### config.mk
export PLATFORM = sky130hd
export DESIGN_NAME = rca_ft_param
export DESIGN_NICKNAME = d
export VERILOG_FILES = /design/src/rtl/rca_ft_param.sv
export SDC_FILE = /design/constraint.sdc
export NUM_CORES = 1
export LEC_CHECK = 0
export ABC_AREA = 1
export CORE_MARGIN = 1
export CORE_UTILIZATION = 54
export CTS_CLUSTER_SIZE = 25
export DETAILED_ROUTE_END_ITERATION = 8
export PLACE_DENSITY_LB_ADDON = 0.08
export SLEW_MARGIN = 10
export SYNTH_ARGS = -nofsm -noshare
export SYNTH_HDL_FRONTEND = slang
export SYNTH_SLANG_ARGS = --single-unit
### constraint.sdc
create_clock -name clk -period 9.7 [get_ports clk]
set_input_delay 1.455 -clock clk [delete_from_list [all_inputs] [get_ports clk]]
set_output_delay 1.455 -clock clk [all_outputs]
set_load 0.01 [all_outputs]
### src/rtl/rca_ft_param.sv
// Fault-tolerant ripple-carry adder: WIDTH slices plus one spare, with BIST and single-fault remap.
// Optional RCA_FT_OUTREG_EN registers s/cout (latency 1); default build is combinational.
module rca_ft_param #(
    parameter int unsigned WIDTH      = 4,
    parameter bit          ST_ON_INIT = 1'b1
) (
    input  logic                         clk,
    input  logic                         init,
    input  logic                         start_test,
    input  logic [WIDTH-1:0]             a,
    input  logic [WIDTH-1:0]             b,
    input  logic                         cin,
    input  logic [WIDTH:0]               fi_sum,
    input  logic [WIDTH:0]               fi_cy,
    output logic [WIDTH-1:0]             s,
    output logic                         cout,
    output logic                         busy,
    output logic                         done,
    output logic                         fault_det,
    output logic [$clog2(WIDTH+1)-1:0]   fault_idx,
    output logic                         uncorrectable
);

    localparam int unsigned IW = $clog2(WIDTH + 1);
    localparam int          NS = WIDTH + 1;

    localparam logic [1:0] ST_IDLE   = 2'd0;
    localparam logic [1:0] ST_TEST   = 2'd1;
    localparam logic [1:0] ST_CONFIG = 2'd2;

    logic [1:0]    state_q, state_d;
    logic [2:0]    pat_q, pat_d;
    logic [NS-1:0] fail_q, fail_d;
    logic          auto_q, auto_d;
    logic          fault_det_q, fault_det_d;
    logic [IW-1:0] fault_idx_q, fault_idx_d;
    logic          unc_q, unc_d;
    logic          remap_q, remap_d;

    logic [NS-1:0]    slice_err;
    logic [WIDTH-1:0] sum_int;
    logic             cout_int;
    logic [WIDTH-1:0] s_d;
    logic             cout_d;

    // Slice array: each physical slice is fed either from the logical operands (IDLE, mapped)
    // or from the shared test pattern with its carry-in isolated (TEST).
    always_comb begin
        logic          carry, ai, bi, ci, sv, cv, active, gold_s, gold_c;
        logic [IW-1:0] kk, li;
        logic [NS-1:0] a_ext, b_ext;
        a_ext     = {1'b0, a};
        b_ext     = {1'b0, b};
        sum_int   = '0;
        slice_err = '0;
        carry     = cin;
        gold_s    = ^pat_q;
        gold_c    = (pat_q[2] & pat_q[1]) | (pat_q[0] & (pat_q[2] ^ pat_q[1]));
        for (int k = 0; k < NS; k++) begin
            kk = IW'(k);
            if (remap_q) begin
                active = (kk != fault_idx_q);
            end else begin
                active = (kk != IW'(WIDTH));
            end
            active = active && (state_q == ST_IDLE);
            li = (remap_q && (kk > fault_idx_q)) ? kk - IW'(1) : kk;
            if (active) begin
                ai = a_ext[li];
                bi = b_ext[li];
                ci = carry;
            end else if (state_q == ST_TEST) begin
                ai = pat_q[2];
                bi = pat_q[1];
                ci = pat_q[0];
            end else begin
                ai = 1'b0;
                bi = 1'b0;
                ci = 1'b0;
            end
            sv = ai ^ bi ^ ci ^ fi_sum[k];
            cv = (ai & bi) | (ci & (ai ^ bi)) | fi_cy[k];
            if (active) begin
                carry   = cv;
                sum_int = sum_int | (WIDTH'(sv) << li);
            end
            slice_err[k] = (sv != gold_s) || (cv != gold_c);
        end
        cout_int = carry;
    end

    always_comb begin
        logic [IW-1:0] low;
        logic          multi;
        state_d     = state_q;
        pat_d       = pat_q;
        fail_d      = fail_q;
        auto_d      = 1'b0;
        fault_det_d = fault_det_q;
        fault_idx_d = fault_idx_q;
        unc_d       = unc_q;
        remap_d     = remap_q;
        low         = '0;
        for (int k = NS - 1; k >= 0; k--) begin
            if (fail_q[k]) low = IW'(k);
        end
        multi = |(fail_q & (fail_q - NS'(1)));
        case (state_q)
            ST_IDLE: begin
                if (start_test || (ST_ON_INIT && auto_q)) begin
                    state_d = ST_TEST;
                    pat_d   = '0;
                    fail_d  = '0;
                end
            end
            ST_TEST: begin
                fail_d = fail_q | slice_err;
                pat_d  = pat_q + 3'd1;
                if (pat_q == 3'd7) state_d = ST_CONFIG;
            end
            ST_CONFIG: begin
                fault_det_d = |fail_q;
                fault_idx_d = low;
                unc_d       = multi;
                // A lone failing spare needs no remap.
                remap_d     = (|fail_q) && !multi && (low != IW'(WIDTH));
                state_d     = ST_IDLE;
            end
            default: state_d = ST_IDLE;
        endcase
    end

    always_ff @(posedge clk) begin
        if (init) begin
            state_q     <= ST_IDLE;
            pat_q       <= '0;
            fail_q      <= '0;
            auto_q      <= 1'b1;
            fault_det_q <= 1'b0;
            fault_idx_q <= '0;
            unc_q       <= 1'b0;
            remap_q     <= 1'b0;
        end else begin
            state_q     <= state_d;
            pat_q       <= pat_d;
            fail_q      <= fail_d;
            auto_q      <= auto_d;
            fault_det_q <= fault_det_d;
            fault_idx_q <= fault_idx_d;
            unc_q       <= unc_d;
            remap_q     <= remap_d;
        end
    end

    assign busy          = (state_q != ST_IDLE);
    assign done          = (state_q == ST_CONFIG);
    assign fault_det     = fault_det_q;
    assign fault_idx     = fault_idx_q;
    assign uncorrectable = unc_q;

    always_comb begin
        s_d    = busy ? '0 : sum_int;
        cout_d = busy ? 1'b0 : cout_int;
    end

`ifdef RCA_FT_OUTREG_EN
    logic [WIDTH-1:0] s_q;
    logic             cout_q;

    always_ff @(posedge clk) begin
        if (init) begin
            s_q    <= '0;
            cout_q <= 1'b0;
        end else begin
            s_q    <= s_d;
            cout_q <= cout_d;
        end
    end

    assign s    = s_q;
    assign cout = cout_q;
`else
    assign s    = s_d;
    assign cout = cout_d;
`endif

endmodule
---- Word-level counts from Yosys, hierarchy flattened ----
Cells that the tools add are included.
word-level totals
  bits in registers ....................... 17
  latch bits .............................. 0
  memory bits (writable) .................. 0
  memory bits (read-only) ................. 0
  output and inout port bits .............. 12
  memories kept ........................... 0
cells by class
  $add $sub $neg .......................... 2
  multiply operators ...................... 0
  div/mod/pow operators ................... 0
  magnitude comparators ................... 10
  equality and inequality tests ........... 20
  shift-type cells ........................ 5
  muxes and demuxes ....................... 73
  bitwise operators ....................... 45
  reduce and logical (&&, ||, !) cells .... 28
operators with widths
  operator              count
  $mux W1               42
  $bmux W1 S3           10
  $mux W3               8
  $mux W4               6
  $or A4 B4 Y4          4
  $xor A1 B1 Y1         16
  $and A1 B1 Y1         12
  $logic_and A1 B1 Y1   12
  $or A1 B1 Y1          11
  $ne A1 B1 Y1          10
  $pmux W5 S2           1
  $reduce_or A5 Y1      2
  $lt A2 B4 Y1 const B  2
  $lt A3 B4 Y1 const B  2
  $shl A1 B2 Y4         2
  $shl A1 B3 Y4         2
  $gt A1 B3 Y1 const A  2
  $gt A2 B3 Y1 const A  2
  $logic_or A1 B1 Y1    6
  $mux W2               3
  $ne A2 B3 Y1 const A  2
  $pmux W3 S2           1
  $and A5 B5 Y5         1
  $mux W5               1
  20 further kinds      23

---- Depth between registers and ports, before layout ----
Gate-level depths: netlist of run 1.
  word-level depth ........................ 34
  depth in mapped cells ................... 38

---- Worst setup path before layout of run 1 ----
OpenSTA, ideal clock, no wires.
  path type ............................... input to output
  start point ............................. in cin
  end point ............................... out s[3]
  arrival time ............................ 5.120 ns
  slack ................................... 3.125 ns
  stages .................................. 30
  path buffers ............................ 0
  cell sequence ........................... a21boi_0 > fa_1 > nand2_1 > nand3_1 > nand2_1 > nand2_1 > nand2_1 > fa_1 > nor2_1 > nand2_2 > nand3_1 > nand2_1 > fa_1 > nor2_1 > inv_1 > nand2_2 > nand2_1 > nand2_1 > nand2_1 > inv_1 > fa_1 > inv_1 > nor2_1 > nand2_1 > nand3_1 > nand2_1 > fa_1 > xor2_1 > nand3_1 > nand2_1
between the ends
  word-level cells in the longest chain between the ends .. 27
  elaborated cells between the ends (all ways) .. 46
ends and longest elaborated chain
  what                         RTL line  source
  start: declaration           12        input logic cin,
  $mux W1                      68        if (active) begin
  $and A1 B1 Y1                82        cv = (ai & bi) | (ci & (ai ^ bi)) | fi_cy[k];
  $or A1 B1 Y1 (2 in series)   82
  $mux W1                      83        if (active) begin
  $mux W1                      68
  $and A1 B1 Y1                82
  $or A1 B1 Y1 (2 in series)   82
  $mux W1                      83
  [7 not listed]               n/a
  $or A1 B1 Y1 (2 in series)   82
  $mux W1                      83
  $mux W1                      68
  $xor A1 B1 Y1 (2 in series)  81        sv = ai ^ bi ^ ci ^ fi_sum[k];
  $shl A1 B3 Y4                85        sum_int = sum_int | (WIDTH'(sv) << li);
  $or A4 B4 Y4                 85
  $mux W4 *                    83
  $mux W4 *                    162       s_d = busy ? '0 : sum_int;
  end: declaration             15        output logic [WIDTH-1:0] s,
Every way passes the cells marked *; elsewhere a longest branch is shown, timed or not.

---- Worst setup path in the final report of run 1 ----
Ends and elaborated chain as after synthesis.

==> results.env, run 1 <==
RUN_STATUS='complete, no violations'
GLOBALPLACE.CONGESTION=0.885
DRT-WIRELENGTH-PER-CELL_UM=12.2
SHARE_OF_THE_SYNTHESIZED_AREA_IN_COMPOUND_GATES_AO_OA_AOI_OAI=0.171
YS_WARN_COUNT=0
LAYOUT_MIN_CYCLE_TIME_PS=7950
CRIT_PATH_START_KIND='input port'
HPWLAFTERDP_MM=2.79
IO-PIN-COUNT=34
FINISH.NET_COUNT=284
FIN_SKEW_PS=1.50
CP_MAX_FO=3
CLOCK_TREE.ROOT_CELL='sky130_fd_sc_hd__clkbuf_4'
CP_DATA_REQUIRED_TIME_PS=8250
AVERAGE_VIAS_PER_PLACED_INSTANCE=5.17
SETUP_SLACK_PS=1750
HOLD_BUFFERS=0
SYNTH_XOR_AREA_FRAC=0.0725
DRIVE_GT1_FRAC=0.115
POWER.COMBINATIONAL.FRACTION=0.522
GRT_PASS1_VIAS=1335
CRITPATHSLOWESTCELL='sky130_fd_sc_hd__clkdlybuf4s50_1'
SYN_NETS=246
DRV.MAX_CAP_VIOLATION_COUNT=0
DETAIL_ROUTE.WIRELENGTH_MM=3.46
POST-PLACE-CELLS=279
DRT-INITIAL-DRC-COUNT=44
GRT_FIRST_PASS_WIRELENGTH_MM=5.58
SLEW_VIOL_FINAL=0
CLOCK_NETWORK_POWER_SHARE=0.148
WORST_HOLD_PATH_TYPE='reg2reg'
FINAL-SETUP-VIOL-COUNT=0
DIE_Y_UM=53.8
R2R_CELLS=36
SYNTH-EDFF-COUNT=0
IO_BUFFER_COUNT=33
LEAKAGE_POWER_nW=0.807
PERIOD_SHARE=0.820
FILL_CELLS=216
CLOCK-SINKS=17
WORSTSETUPPATHTYPE='in2out'
FRACTION_OF_SYNTHESIZED_AREA_IN_MULTIPLEXERS=0.00691
FOOTPRINT_OF_THE_MULTI_INPUT_GATES_UM2=962
DR.PASS1.ITERS=4
MAX_STAGE_DELAY_PS=530
SYNTH.FF_LATCH_COUNT=17
WHS_PATH_DEPTH=2
SYNTH_SEQ_AREA_SHARE=0.235
SYNTH_TOP_FAMILY_BY_AREA='simple AND/OR/NAND/NOR gates'
SEQ_AREA_UM2=340
MOSTFREQUENTLAYOUTCELLS='sky130_fd_sc_hd__nand2_1, sky130_fd_sc_hd__clkdlybuf4s50_1, sky130_fd_sc_hd__inv_1'
GRT_OVERFLOW_TOTAL=0
FLOORPLAN_DIE_AREA_UM2=2890
DIE-WIDTH_UM=53.8
GR-USAGE-ALL-LAYERS=0.263
PIN_COUNT_OF_THE_BIGGEST_NET_ENTERING_GLOBAL_ROUTING=11
ANTENNA_VIOLATIONS_BEFORE_REPAIR=0
SYNTH-SIMPLE-AREA-SHARE=0.313
POST_CTS_BUFFERS=0
SW_FRAC_OF_TOTAL=0.394
MAX_CLOCK_FREQ_MHz=126
CP-END-KIND='primary output'
PLACEMENT_ROWS=18
CTS.CLK_SLEW.WORST_PATHS_PS=90
POSTSYNTHAREAPERCELL_UM2=6.71
YOSYS_MOST_USED_DFF='sky130_fd_sc_hd__dfxtp_1'
NUMBER_OF_BUFFERS_ADDED_BY_THE_CLOCK_TREE_SYNTHESIS_STEP=3
CLK-INSERTION-DELAY-LATE_PS=280
SEQUENTIALPOWERSHARE=0.330
CTS-RESIZED-GATES=0
VIAS=1463
FINAL-HOLD-VIOLATION-COUNT=0
TIMING.SETUP.TNS_PS=0
POWER.DENSITY_CELL_AREA_nW_PER_UM2=133
SW_POWER_W=0.0000963
CORE_UM2=2500
SYNTH-ADDER-AREA-SHARE=0.100
ASYNC_RESET_FF_FRAC=0
INITIAL_UTILIZATION=0.580
ANTENNA_CELLS=0
WORSTMARGINPINSLEW_PS=454
TRITONCTS='built'
FINAL_COMMON_CELL='sky130_fd_sc_hd__nand2_1'
P_INT_W=0.000148
NETLIST-CELL-TYPE-COUNT=28
SLEW_HEADROOM=0.695
PLACEMENT.SETUP.WORST_SLACK_PS=1760
LAYOUT-AREA-OVERHEAD-VS-SYNTH_PCT=27.2
FINALPOWER_W=0.000244
WORSTPATHARRIVAL_PS=6500
MOST_FREQUENT_CELL_ON_CRITICAL_PATH='sky130_fd_sc_hd__nand2_1'
UTILIZATION=0.737
MAX-VDD-IR-DROP_mV=0.128
POST_SYNTH_INSTANCE_AREA_UM2=1450
GRT_SETUP_UNREPAIRED='false'
CTSLONGESTPATHBUFFERS=2
DRT.ANTENNA.VIOLATING_NETS=0
FINALNONFILLERCELLS=283
DRC_ERRORS=0
SYNTHESIS.INSTANCES=216
HTREE_LEVELS=1
-- per-layer routing --
layer / vias to the layer above / GRT usage / part of all wire
met5: - / 0 / 0
met4: 0 / 0.0702 / 0
met1: 653 / 0.353 / 0.48
met3: 0 / 0.0141 / 0.045
li1: 767 / - / -
met2: 43 / 0.453 / 0.48
-- cells in the mapped netlist (4+ instances only) --
cell                       n  area share
sky130_fd_sc_hd__nand2_1  42        0.11
sky130_fd_sc_hd__inv_1    30       0.078
sky130_fd_sc_hd__nor2_1   21       0.054
sky130_fd_sc_hd__dfxtp_1  17        0.23
sky130_fd_sc_hd__o21ai_0  15       0.052
sky130_fd_sc_hd__nand3_1  13       0.045
sky130_fd_sc_hd__a21oi_1  12       0.041
sky130_fd_sc_hd__inv_2     9       0.023
sky130_fd_sc_hd__xor2_1    9       0.054
sky130_fd_sc_hd__fa_1      6       0.083
sky130_fd_sc_hd__nand2_2   6       0.026
sky130_fd_sc_hd__o21ai_1   6       0.021
sky130_fd_sc_hd__nand3_2   4       0.028
-- worst paths after layout --
| path | from | to | slack (ps) |
|---|---|---|---|
| setup reg to reg | remap_q$_SDFFE_PP0P_ | fail_q[4]$_SDFFE_PP0P_ | 4340 |
| setup / recovery | cin | s[3] | 1750 |
| hold / removal | fault_det$_SDFFE_PP0P_ | fault_det$_SDFFE_PP0P_ | 500 |
| hold reg to reg | fault_det$_SDFFE_PP0P_ | fault_det$_SDFFE_PP0P_ | 500 |
-- kinds of logic (layout without fill, tap and decap cells) --
group,count (synthesis),in the layout
AOI/OAI and AO/OA,43,43
xor gates and xnor gates,12,12
adders and majority gates,8,8
buffers and inverters,39,76
DFF,17,17
muxes,1,1
and+or+nand+nor,96,96
-- layout make-up --
type,count,area share
Clock buffer,4,0.0143
Inverter,39,0.0794
Multi-Input combinational cell,160,0.522
Sequential cell,17,0.185
Tap cell,30,0.0204
Timing Repair Buffer,33,0.179
-- through the flow --
stage	cell area (um^2)	hold WS [ps]
after floorplan	1450	469
after global placement	1820	467
after detailed placement	1820	476
after CTS	1840	492
after global routing	1840	515
final	1840	496
-- worst max-delay path: cells and delay by family --
| kind | cells | cell delay (ps) |
|---|---|---|
| buffers and inverters | 5 | 1150 |
| AOI/OAI and AO/OA | 1 | 240 |
| and+or+nand+nor | 20 | 1800 |
| xor gates and xnor gates | 1 | 280 |
| adders and majority gates | 5 | 1560 |
-- sequential cells by signal (all words and copies together) (netlist names) --
name	flops
auto_q	1
fail_q	5
fault_det	1
fault_idx	3
pat_q	3
remap_q	1
state_q	2
uncorrectable	1
-- power by group through the flow --
stage | clock [W] | combinational (W) | sequential [W]
finish | 0.0000361 | 0.000128 | 0.0000808
global route | 0.0000389 | 0.000144 | 0.0000818
detailed placement | 0 | 0.000126 | 0.0000824
global placement | 0 | 0.000125 | 0.0000822
CTS | 0.0000367 | 0.000127 | 0.0000807
floorplan | 0 | 0.0000851 | 0.0000812
Note: power is estimated with default switching activity, not from simulation.
==> run 2, diff against run 1 <==
--- a/config.mk
+++ b/config.mk
@@ -7,7 +7,7 @@
 export LEC_CHECK = 0
 export ABC_AREA = 1
 export CORE_MARGIN = 1
-export CORE_UTILIZATION = 54
+export CORE_UTILIZATION = 45
 export CTS_CLUSTER_SIZE = 25
 export DETAILED_ROUTE_END_ITERATION = 8
 export PLACE_DENSITY_LB_ADDON = 0.08
==> constraint.sdc (replaced) <==
create_clock -name clk -period 7.3 [get_ports clk]
set_input_delay 1.095 -clock clk [delete_from_list [all_inputs] [get_ports clk]]
set_output_delay 1.095 -clock clk [all_outputs]
set_load 0.01 [all_outputs]
==> run 2 against run 1 <==
  * Worst hold slack worse by 18 ps
  * Design area is 2.4% higher
  * Core utilization is 12 points lower
  * Count of clock-buffer cells in the layout is 1 lower
  * Sequential power is 32% higher
  * Critical path depth stayed put
  * Die area is 19% higher
  * Flip-flop and latch count stayed put
  * Wire length is 1.0% higher
  * Non-clock buffer count is 1 higher
==> results.env, run 2 (same netlist as run 1, synthesis figures left out) <==
HOLD_END='fault_det$_SDFFE_PP0P_'
DR.PASS1.ITERS=4
GRT_PASS1_VIAS=1277
TOTAL_CELL_AREA_AT_THE_PLACEMENT_STAGE_UM2=1830
ANTENNA_VIOLATIONS_BEFORE_REPAIR=0
LAYOUT-AREA-OVERHEAD-VS-SYNTH_PCT=30.3
SEQ_AREA_UM2=340
DIE-WIDTH_UM=58.7
MAX-VDD-IR-DROP_mV=0.158
LEAKAGE_POWER_nW=0.817
DRT-WIRELENGTH-PER-CELL_UM=11.7
FILL_CELLS=312
R2R_END='fail_q[4]$_SDFFE_PP0P_'
CP_MAX_FO=3
FIN_SKEW_PS=1.94
CLOCK-SINKS=17
IO_BUFFER_COUNT=33
CP-END-KIND='primary output'
FINAL_COMMON_CELL='sky130_fd_sc_hd__nand2_1'
WORSTMARGINPINSLEW_PS=504
PLACEMENT_ROWS=20
RUN_STATUS='complete, no violations'
SEQUENTIALPOWERSHARE=0.324
TRITONCTS='built'
POWER.DENSITY_CELL_AREA_nW_PER_UM2=175
CTS.CLK_SLEW.WORST_PATHS_PS=100
LAYOUT_MIN_CYCLE_TIME_PS=6940
WORST_HOLD_PATH_TYPE='reg2reg'
CP_DATA_REQUIRED_TIME_PS=6200
HOLDCRITSTARTPOINT='fault_det$_SDFFE_PP0P_'
SW_POWER_W=0.000133
INITIAL_UTILIZATION=0.475
VIAS=1453
CTSLONGESTPATHBUFFERS=2
CRIT_PATH_START_KIND='input port'
CRITICAL-PATH-TOP-DELAY-FAMILY='simple AND/OR/NAND/NOR gates'
PERIOD_SHARE=0.951
HTREE_LEVELS=1
CORE_UM2=3050
FINAL-SETUP-VIOL-COUNT=0
WORSTSETUPPATHTYPE='in2out'
MOSTFREQUENTLAYOUTCELLS='sky130_fd_sc_hd__nand2_1, sky130_fd_sc_hd__clkdlybuf4s50_1, sky130_fd_sc_hd__inv_1'
GRT_FIRST_PASS_WIRELENGTH_MM=5.73
MAX_STAGE_DELAY_PS=530
SLEW_HEADROOM=0.662
HPWLAFTERDP_MM=2.88
P_INT_W=0.000199
R2R_START='remap_q$_SDFFE_PP0P_'
POWER.COMBINATIONAL.FRACTION=0.523
SLEW_VIOL_FINAL=0
CLOCK_TREE.ROOT_CELL='sky130_fd_sc_hd__clkbuf_4'
DRT-INITIAL-DRC-COUNT=67
PIN_COUNT_OF_THE_BIGGEST_NET_ENTERING_GLOBAL_ROUTING=11
FINISH.NET_COUNT=285
FINALINSTANCEAREA_UM2=1890
IO-PIN-COUNT=34
WHS_PATH_DEPTH=2
DRC_ERRORS=0
DETAIL_ROUTE.WIRELENGTH_MM=3.49
MAX_CLOCK_FREQ_MHz=144
TIMING.REG2REG.SETUP_SLACK_PS=2070
FLOORPLAN_DIE_AREA_UM2=3450
AVERAGE_VIAS_PER_PLACED_INSTANCE=4.88
DIE_Y_UM=58.7
FINAL-HOLD-VIOLATION-COUNT=0
WORSTPATHARRIVAL_PS=5850
CLOCK_NETWORK_POWER_SHARE=0.154
GLOBALPLACE.CONGESTION=0.878
MOST_FREQUENT_CELL_ON_CRITICAL_PATH='sky130_fd_sc_hd__nand2_1'
MAX_FFS_PER_REGISTER=5
HOLD_BUFFERS=0
ANTENNA_CELLS=0
CLK-INSERTION-DELAY-LATE_PS=290
DRT.ANTENNA.VIOLATING_NETS=0
DRIVE_GT1_FRAC=0.142
SW_FRAC_OF_TOTAL=0.400
MAX_FLOP_REGISTER='fail_q'
NUMBER_OF_BUFFERS_ADDED_BY_THE_CLOCK_TREE_SYNTHESIS_STEP=3
GR-USAGE-ALL-LAYERS=0.215
GRT_OVERFLOW_TOTAL=0
TIMING.CRITICAL_PATH.BUF_INV=5
R2R_CELLS=37
FOOTPRINT_OF_THE_MULTI_INPUT_GATES_UM2=981
DRV.MAX_CAP_VIOLATION_COUNT=0
FINALPOWER_W=0.000331
CRITPATHSLOWESTCELL='sky130_fd_sc_hd__fa_1'
CRIT_CELLS=32
-- run 2: cell type report --
type                    count  share of cell area
clock buffers               3              0.0119
clock inverters             1             0.00265
inverters                  39              0.0775
multi-input cells         160               0.520
flip-flops and latches     17               0.180
well taps                  44              0.0292
repair buffers             34               0.179
-- run 2: per-stage QoR --
stage	cells	TNS, ps	setup slack, ps	utilization	hold WS (ps)
floorplan	216	0	1440	-	469
finish	298	0	355	0.618	478
detailed placement	293	0	109	0.601	463
global route	298	-1.85	-1.85	0.618	484
CTS	297	0	88.9	0.610	477
global placement	293	0	221	0.601	455
-- run 2: routing by layer --
layer,part of all wire,track usage,vias up
met5,0,0,-
met4,0.0057,0.0374,0
met3,0.038,0.0505,2
met2,0.44,0.325,34
met1,0.52,0.316,649
li1,-,-,768
-- run 2: worst min-delay path, delay by kind of cell (launching register included) --
| kind | cells | cell delay [ps] |
|---|---|---|
| simple gates | 1 | 60 |
| compound gates | 1 | 60 |
| flops | 1 | 320 |
-- run 2: power by group through the flow --
| stage | clock network, W | logic, W | registers, W |
|---|---|---|---|
| finish | 0.0000509 | 0.000173 | 0.000107 |
| global route | 0.0000566 | 0.000194 | 0.000108 |
| CTS | 0.0000525 | 0.000169 | 0.000107 |
| detailed placement | 0 | 0.000168 | 0.000109 |
| global placement | 0 | 0.000168 | 0.000109 |
| floorplan | 0 | 0.000113 | 0.000108 |
-- run 2: worst max path at each step --
stage               from  endpoint  slack [ps]
finish               cin      s[3]         360
global route        a[0]      s[3]          -2
detailed placement   cin      s[3]         110
floorplan            cin      s[3]        1440
global placement     cin      s[3]         220
CTS                  cin      s[3]          90
-- run 2: what timing repair did --
item                                   4_1_cts  5_1_grt
resized for setup                            0        6
setup endpoints to repair                    0        2
endpoints found under the hold margin        0        0
setup buffers                                0        1
